<file path="config.mk">
export PLATFORM = sky130hd
export DESIGN_NAME = cfg_regfile_shadowed
export DESIGN_NICKNAME = d
export VERILOG_FILES = /design/src/rtl/cfg_regfile_shadowed_pkg.sv /design/src/rtl/cfg_cmd_fsm.sv /design/src/rtl/cfg_regfile_shadowed.sv
export SDC_FILE = /design/constraint.sdc
export NUM_CORES = 1
export LEC_CHECK = 0
export ABC_AREA = 1
export BUFFER_PORTS_ARGS = -buffer_cell sky130_fd_sc_hd__buf_4
export CAP_MARGIN = 25
export CORE_UTILIZATION = 25
export DETAILED_ROUTE_END_ITERATION = 10
export GPL_TIMING_DRIVEN = 0
export SLEW_MARGIN = 40
export SYNTH_ARGS = -nofsm -noshare
export SYNTH_HDL_FRONTEND = slang
export SYNTH_HIERARCHICAL = 1
export SYNTH_SLANG_ARGS = --single-unit
</file>
<file path="constraint.sdc">
create_clock -name clk -period 2.7 [get_ports clk]
set_input_delay 0.135 -clock clk [delete_from_list [all_inputs] [get_ports clk]]
set_output_delay 0.135 -clock clk [all_outputs]
set_load 0.05 [all_outputs]
</file>
<file path="src/rtl/cfg_regfile_shadowed_pkg.sv">
// cfg_regfile_shadowed_pkg: shared FSM encodings and address/reset constants for the shadowed config register file
package cfg_regfile_shadowed_pkg;

    typedef enum logic {
        ST_IDLE = 1'b0,
        ST_RESP = 1'b1
    } cmd_state_t;

    localparam int ADDR_SOFT_RST = 0;

    localparam logic [3:0] BAUD_RST_VAL = 4'h1;

endpackage

</file>
<file path="src/rtl/cfg_cmd_fsm.sv">
// cfg_cmd_fsm: accepts one command per two cycles, decodes it and produces the registered ack/err/read response
module cfg_cmd_fsm
    import cfg_regfile_shadowed_pkg::*;
#(
    parameter int                  NUM_REGS = 2,
    parameter int                  ADDR_W   = 4,
    parameter int                  DATA_W   = 4,
    parameter logic [NUM_REGS-1:0] RO_MASK  = '0
) (
    input  logic              clk,
    input  logic              rst,
    input  logic              i_cmd_valid,
    input  logic              i_cmd_write,
    input  logic [ADDR_W-1:0] i_cmd_addr,
    input  logic [DATA_W-1:0] i_rd_word,
    output logic              o_wr_en,
    output logic              o_srst,
    output logic              o_ack,
    output logic              o_err,
    output logic [DATA_W-1:0] o_rd_data,
    output logic              o_rd_valid
);

    localparam logic [ADDR_W-1:0] LAST_ADDR = ADDR_W'(NUM_REGS);

    cmd_state_t r_state;
    cmd_state_t w_state_nxt;
    logic       w_accept;
    logic       w_is_srst;
    logic       w_ro_hit;
    logic       w_bad;
    logic       w_rd_en;

    // Flag a command that targets a read-only register
    always_comb begin
        w_ro_hit = 1'b0;
        for (int i = 0; i < NUM_REGS; i++)
            if (RO_MASK[i] && i_cmd_addr == ADDR_W'(i + 1)) w_ro_hit = 1'b1;
    end

    assign w_accept  = (r_state == ST_IDLE) && i_cmd_valid;
    assign w_is_srst = i_cmd_addr == ADDR_W'(ADDR_SOFT_RST);
    assign w_bad     = (i_cmd_addr > LAST_ADDR) || (i_cmd_write && w_ro_hit);
    assign w_rd_en   = w_accept && !i_cmd_write && !w_is_srst && !w_bad;
    assign o_wr_en   = w_accept && i_cmd_write && !w_is_srst && !w_bad;
    assign o_srst    = w_accept && w_is_srst;

    // RESP always lasts one cycle; commands arriving then are dropped
    always_comb begin
        w_state_nxt = r_state;
        w_state_nxt = (r_state == ST_RESP) ? ST_IDLE : (w_accept ? ST_RESP : ST_IDLE);
    end

    // State register
    always_ff @(posedge clk or posedge rst) begin
        if (rst) r_state <= ST_IDLE;
        else     r_state <= w_state_nxt;
    end

    // Response flags are valid for exactly the cycle after acceptance
    always_ff @(posedge clk or posedge rst) begin
        if (rst) begin
            o_ack      <= 1'b0;
            o_err      <= 1'b0;
            o_rd_valid <= 1'b0;
            o_rd_data  <= '0;
        end else begin
            o_ack      <= w_accept;
            o_err      <= w_accept && w_bad;
            o_rd_valid <= w_rd_en;
            o_rd_data  <= w_rd_en ? i_rd_word : '0;
        end
    end

endmodule

</file>
<file path="src/rtl/cfg_regfile_shadowed.sv">
// cfg_regfile_shadowed: config register file whose writes land in a shadow copy and reach the outputs on apply
module cfg_regfile_shadowed
    import cfg_regfile_shadowed_pkg::*;
#(
    parameter int                         NUM_REGS   = 2,
    parameter int                         ADDR_W     = 4,
    parameter int                         DATA_W     = 4,
    parameter logic [NUM_REGS*DATA_W-1:0] RESET_VALS = {4'h0, BAUD_RST_VAL},
    parameter logic [NUM_REGS-1:0]        RO_MASK    = '0,
    parameter int                         SHADOWED   = 1
) (
    input  logic                       clk,
    input  logic                       rst,
    input  logic                       i_cmd_valid,
    input  logic                       i_cmd_write,
    input  logic [ADDR_W-1:0]          i_cmd_addr,
    input  logic [DATA_W-1:0]          i_cmd_data,
    input  logic                       i_apply,
    output logic                       o_ack,
    output logic                       o_err,
    output logic [DATA_W-1:0]          o_rd_data,
    output logic                       o_rd_valid,
    output logic                       o_pending,
    output logic [NUM_REGS*DATA_W-1:0] o_cfg_active
);

    if (NUM_REGS > (2 ** ADDR_W) - 1) begin : g_bad_cfg
        $error("NUM_REGS does not fit in the command address space");
    end

    logic [NUM_REGS*DATA_W-1:0] r_shadow;
    logic [NUM_REGS*DATA_W-1:0] r_active;
    logic                       r_pending;
    logic [DATA_W-1:0]          w_rd_word;
    logic                       w_wr_en;
    logic                       w_srst;

    cfg_cmd_fsm #(
        .NUM_REGS (NUM_REGS),
        .ADDR_W   (ADDR_W),
        .DATA_W   (DATA_W),
        .RO_MASK  (RO_MASK)
    ) u_fsm (
        .clk         (clk),
        .rst         (rst),
        .i_cmd_valid (i_cmd_valid),
        .i_cmd_write (i_cmd_write),
        .i_cmd_addr  (i_cmd_addr),
        .i_rd_word   (w_rd_word),
        .o_wr_en     (w_wr_en),
        .o_srst      (w_srst),
        .o_ack       (o_ack),
        .o_err       (o_err),
        .o_rd_data   (o_rd_data),
        .o_rd_valid  (o_rd_valid)
    );

    // Reads return the shadow copy so software sees what it last wrote
    always_comb begin
        w_rd_word = '0;
        for (int i = 0; i < NUM_REGS; i++)
            if (i_cmd_addr == ADDR_W'(i + 1)) w_rd_word = r_shadow[i*DATA_W +: DATA_W];
    end

    // Soft reset beats apply; apply copies the pre-write shadow, so a same-cycle write stays pending
    always_ff @(posedge clk or posedge rst) begin
        if (rst) begin
            r_shadow  <= RESET_VALS;
            r_active  <= RESET_VALS;
            r_pending <= 1'b0;
        end else if (w_srst) begin
            r_shadow  <= RESET_VALS;
            r_active  <= RESET_VALS;
            r_pending <= 1'b0;
        end else begin
            if (i_apply) begin
                r_active  <= r_shadow;
                r_pending <= 1'b0;
            end
            for (int i = 0; i < NUM_REGS; i++)
                if (w_wr_en && i_cmd_addr == ADDR_W'(i + 1)) begin
                    r_shadow[i*DATA_W +: DATA_W] <= i_cmd_data;
                    if (SHADOWED != 0) r_pending <= 1'b1;
                    else               r_active[i*DATA_W +: DATA_W] <= i_cmd_data;
                end
        end
    end

    assign o_pending    = r_pending;
    assign o_cfg_active = r_active;

endmodule

</file>
# After elaboration in Yosys (flattened, before gate mapping)
# Cells that the tools add are included.
# word_totals
regBits	25
inputBits	13
# classes
mux	14
n_bitwise	1
order_cmp	1
reduce_logical	19
eq_ne	2
# ops
cell	n
2-to-1 mux 8 bit	3
2-to-1 mux 4 bit	5
logical AND 1 bit	11
2-to-1 mux 1 bit	6
nonzero test 2 bit	3
== test 4 x 1 -> 1 bit, second input constant	1
== test 4 x 2 -> 1 bit, second input constant	1
> comparator 4 x 2 -> 1 bit, second input constant	1
logical NOT 4 bit	1
nonzero test 4 bit	1
logical NOT 1 bit	3
inverter 1 bit	1

# Logic depth before layout (Yosys ltp)
# depth
word_depth	9
depth_mapped	9
depth_no_buf	9

# Hierarchy
# Netlist, hierarchy kept.
# modules_own_cells
mod	area_each_um2	seq_area_each_um2	cells_per_inst	instances
cfg_regfile_shadowed	808.3	427.9	94	1
cfg_cmd_fsm	315.3	200.2	34	1

# Worst setup path after synthesis
# Ideal clock, no wire load.
# synth_timing
path_type	reg2reg
from	reg u_fsm.r_state
to	reg r_shadow[5]
setup_time_ns	0.123
path_slack_ns	1.384
arrival_time_ns	1.194
n_path_buf	0
stages_incl_launch_ff	9
period_less_slack_ns	1.316
cell_sequence	dfrtp_1 inv_1 nand2_2 inv_1 nand3_1 nor2_1 nand3_4 nand3_1 o21ai_1
# synth_between
elab_chain_cells	7
# synth_rtl
item	line_no	rtl
start: declaration	cfg_cmd_fsm.sv:26	cmd_state_t r_state;
start signal: assignment	cfg_cmd_fsm.sv:57	else r_state <= w_state_nxt;
inverter 1 bit	cfg_cmd_fsm.sv:41	assign w_accept = (r_state == ST_IDLE) && i_cmd_valid;
logical AND 1 bit	cfg_cmd_fsm.sv:41	
net u_fsm.w_accept	cfg_cmd_fsm.sv:28	logic w_accept;
logical AND 1 bit (3 in series)	cfg_cmd_fsm.sv:45	assign o_wr_en = w_accept && i_cmd_write && !w_is_srst && !w_bad;
net w_wr_en	cfg_regfile_shadowed.sv:35	logic w_wr_en;
logical AND 1 bit	cfg_regfile_shadowed.sv:81	if (w_wr_en && i_cmd_addr == ADDR_W'(i + 1)) begin
nonzero test 2 bit (no line)	--	
end signal: indexed assignment	cfg_regfile_shadowed.sv:82	r_shadow[i*DATA_W +: DATA_W] <= i_cmd_data;
end: declaration	cfg_regfile_shadowed.sv:31	logic [NUM_REGS*DATA_W-1:0] r_shadow;
# The timed path passes the listed nets, and every way through them passes these cells.
# A chain may end at the register's enable or synchronous reset.

# Final worst setup path
# layout_timing
from	reg u_fsm.r_state
to	reg r_active[7], in the netlist o_cfg_active[7]
# layout_between
elab_chain_cells	4
# layout_rtl
item	line_no	rtl
inverter 1 bit (*)	cfg_cmd_fsm.sv:41	
logical AND 1 bit (*)	cfg_cmd_fsm.sv:41	
logical AND 1 bit (*)	cfg_cmd_fsm.sv:46	assign o_srst = w_accept && w_is_srst;
net w_srst	cfg_regfile_shadowed.sv:36	logic w_srst;
2-to-1 mux 8 bit or nonzero test 2 bit (tied branches)	--	
end signal: assignment	cfg_regfile_shadowed.sv:77	r_active <= r_shadow;
end signal: indexed assignment	cfg_regfile_shadowed.sv:84	else r_active[i*DATA_W +: DATA_W] <= i_cmd_data;
end: declaration	cfg_regfile_shadowed.sv:32	logic [NUM_REGS*DATA_W-1:0] r_active;
# The timed path passes the listed nets; every way through them passes the cells marked *.

==> flow_summary.ini <==
[status]
status = finished clean

[global_route]
grt_overflow = 0
antenna_found_initial = 0
grt_usage = 0.103
grt_max_degree = 18
grt_pass1_wl_um = 3890
first_global_vias = 840

[worst_hold_path]
hp-class = input pin to register

[clocking]
cts_root_buf = clkbuf_8
numCtsBuffers = 3
h-tree-depth = 1
clk_path_buf_depth = 2
cts_tree = built
clkSinkCount = 25
clk_pin_slew_ns = 0.08
cts_resized = 0
clkLatencyLatePin_ns = 0.28

[worst_setup_path]
cp-start-kind = register
slowest_delay_ns = 0.44
crit_buf_inv = 2
cp-startpoint = u_fsm/r_state
crit_chain = inv_1 -> nand2_2 -> nor2_1 -> inv_2 -> nand2_1 -> o21ai_1
r2r_setup_slack_ns = 1.23
r2r_cells = 6
cp.arrival_ns = 1.64
worstPathRequired_ns = 2.86
path_delay_family = simple AND/OR/NAND/NOR gates
r2r_start = u_fsm/r_state
path_max_fanout = 10
r2r_end = o_cfg_active[7]
critPathCapture = o_cfg_active[7]
crit_cells = 6
critPathKind = register to register
cp-end-kind = register
slowest_stage = nor2_1

[detailed_routing]
drc = 0
drt-total-wl_um = 2170
via_per_inst = 4.15
num_vias = 879
first_iter_violations = 35
routedWlPerCell_um = 10.3
firstDrtPassIters = 4
ant_nets = 0

[power_and_ir_drop]
seqPwrFrac = 0.500
pwr-share-comb = 0.241
power.leakage_nw = 0.739
netSwitchingFraction = 0.323
cellPowerDensity_mw_per_mm2 = 604
netSwitchingPower_uw = 282
pwr-share-clk = 0.259
vdd_drop_max_mv = 0.200
cell_internal_pwr_uw = 591

[synth]
avgSynthCellArea_um2 = 8.78
netlist_area_mm2 = 0.00112
postSynthNetCount = 141
synth-seq-area-share = 0.559
synth_cell_types = 17
ys_ff_latch = 25
synthCells = 128
ys_warn_count = 6

[run]
max-cap-violations = 0

[floorplanning]
initial_core_util = 0.260
die_y_um = 69.0
die_w_um = 69.0
fp.dieArea_mm2 = 0.00477
rows = 24
ios = 29
coreArea_mm2 = 0.00432

[timing]
tns_ns = 0
hold_ws_ns = 0.110
max_freq_mhz = 679
worst_pin_slew_ns = 0.656
grt_setup_unrepaired = no
setup_viol = 0
finalHoldViolCount = 0
finClkSkew_ns = 0.00790
finalCritPeriodShare = 0.545
finalCriticalPeriod_ns = 1.47
max_slew_margin = 0.562
slew_violations = 0

[final_layout]
layout.nets = 174
syn_to_final_growth_pct = 28.7
diodes = 0
drive_gt1_frac = 0.313

[placed_design]
place_congestion = 0.781
dp_hpwl_um = 1700
port_buffers = 27
cell usage after synthesis (all sizes together):
| library cell | number | area (um2) |
|---|---|---|
| nor2 | 18 | 97.6 |
| a21oi | 1 | 5.00 |
| o22ai | 3 | 18.8 |
| dfstp | 2 | 52.6 |
| buf | 1 | 5.00 |
| o21ai | 11 | 55.1 |
| nand2 | 35 | 136 |
| dfrtp | 23 | 576 |
| inv | 23 | 86.3 |
| nand4 | 1 | 6.26 |
| nand3 | 10 | 85.1 |
layer usage:
layer  track usage  share of wire
met4        0.0680          0.029
met3        0.0175          0.039
met1         0.129           0.46
met5             0              0
met2         0.164           0.47
through the flow:
step / instances / setup slack (ns) / utilization / instance area, um2 / power, mW
4_1_cts: 212 / 1.23 / 0.334 / 1450 / 0.881
3_3_place_gp: 207 / 1.24 / 0.322 / 1390 / 0.653
2_1_floorplan: 128 / 1.38 / - / 1120 / 0.586
6_report: 212 / 1.23 / 0.334 / 1450 / 0.873
3_5_place_dp: 207 / 1.22 / 0.322 / 1390 / 0.656
5_1_grt: 212 / 1.08 / 0.334 / 1450 / 0.917
sequential cells by signal, indices dropped and copies added (netlist names):
register and count:
u_fsm/r_state 1, o_pending 1, r_shadow 8, o_cfg_active 8
u_fsm/o_rd_valid 1, u_fsm/o_ack 1, u_fsm/o_rd_data 4, u_fsm/o_err 1
how the worst min path moves through the flow:
stage | slack, ns | cells past startpoint | to | start
CTS | 0.11 | 3 | u_fsm/r_state | i_cmd_valid
global placement | 0.10 | 2 | u_fsm/o_rd_valid | rst
global route | 0.13 | 3 | u_fsm/r_state | i_cmd_valid
finish | 0.11 | 3 | u_fsm/r_state | i_cmd_valid
detailed placement | 0.10 | 2 | u_fsm/o_rd_valid | rst
floorplan | -0.05 | 1 | u_fsm/o_ack | rst
power by group through the flow:
stage	sequential (mW)	clock (mW)	combinational, mW
6_report	0.437	0.226	0.211
4_1_cts	0.437	0.230	0.214
3_3_place_gp	0.444	0	0.209
5_1_grt	0.442	0.241	0.234
2_1_floorplan	0.507	0	0.0788
3_5_place_dp	0.444	0	0.211
final cells by class:
| class | instances | area, um2 |
|---|---|---|
| Buffer | 1 | 5.00 |
| Tap cell | 52 | 65.1 |
| Sequential cell | 25 | 628 |
| Multi-Input combinational cell | 79 | 404 |
| Fill cell | 466 | 2880 |
| Inverter | 23 | 86.3 |
| Clock buffer | 4 | 45.0 |
| Timing Repair Buffer | 28 | 213 |
cell families after synthesis:
| group | Yosys count | synth area share |
|---|---|---|
| AOI/OAI and AO/OA | 15 | 0.0702 |
| buffers and inverters | 24 | 0.0813 |
| DFF | 25 | 0.559 |
| and+or+nand+nor | 64 | 0.290 |
cell usage in the layout (no fill, tap or decap), drive strengths merged:
cell and n:
nand3 10, inv 23, nor2 18, nand4 1
o21ai 11, nand2 35, clkbuf 4, o22ai 3
dfrtp 23, dfstp 2, buf 28, a21oi 1
dlygate4sd3 1
worst min-delay path, stage by stage:
cell	delay [ns]
buf_4	0.08
nand2_2	0.08
inv_1	0.06
repair_timing:
action | in CTS | in global routing
endpoints found under the hold margin | 23 | 0
hold buffers | 1 | 0
buffers inserted | 0 | 0
Power figures use the tool's default switching activity.
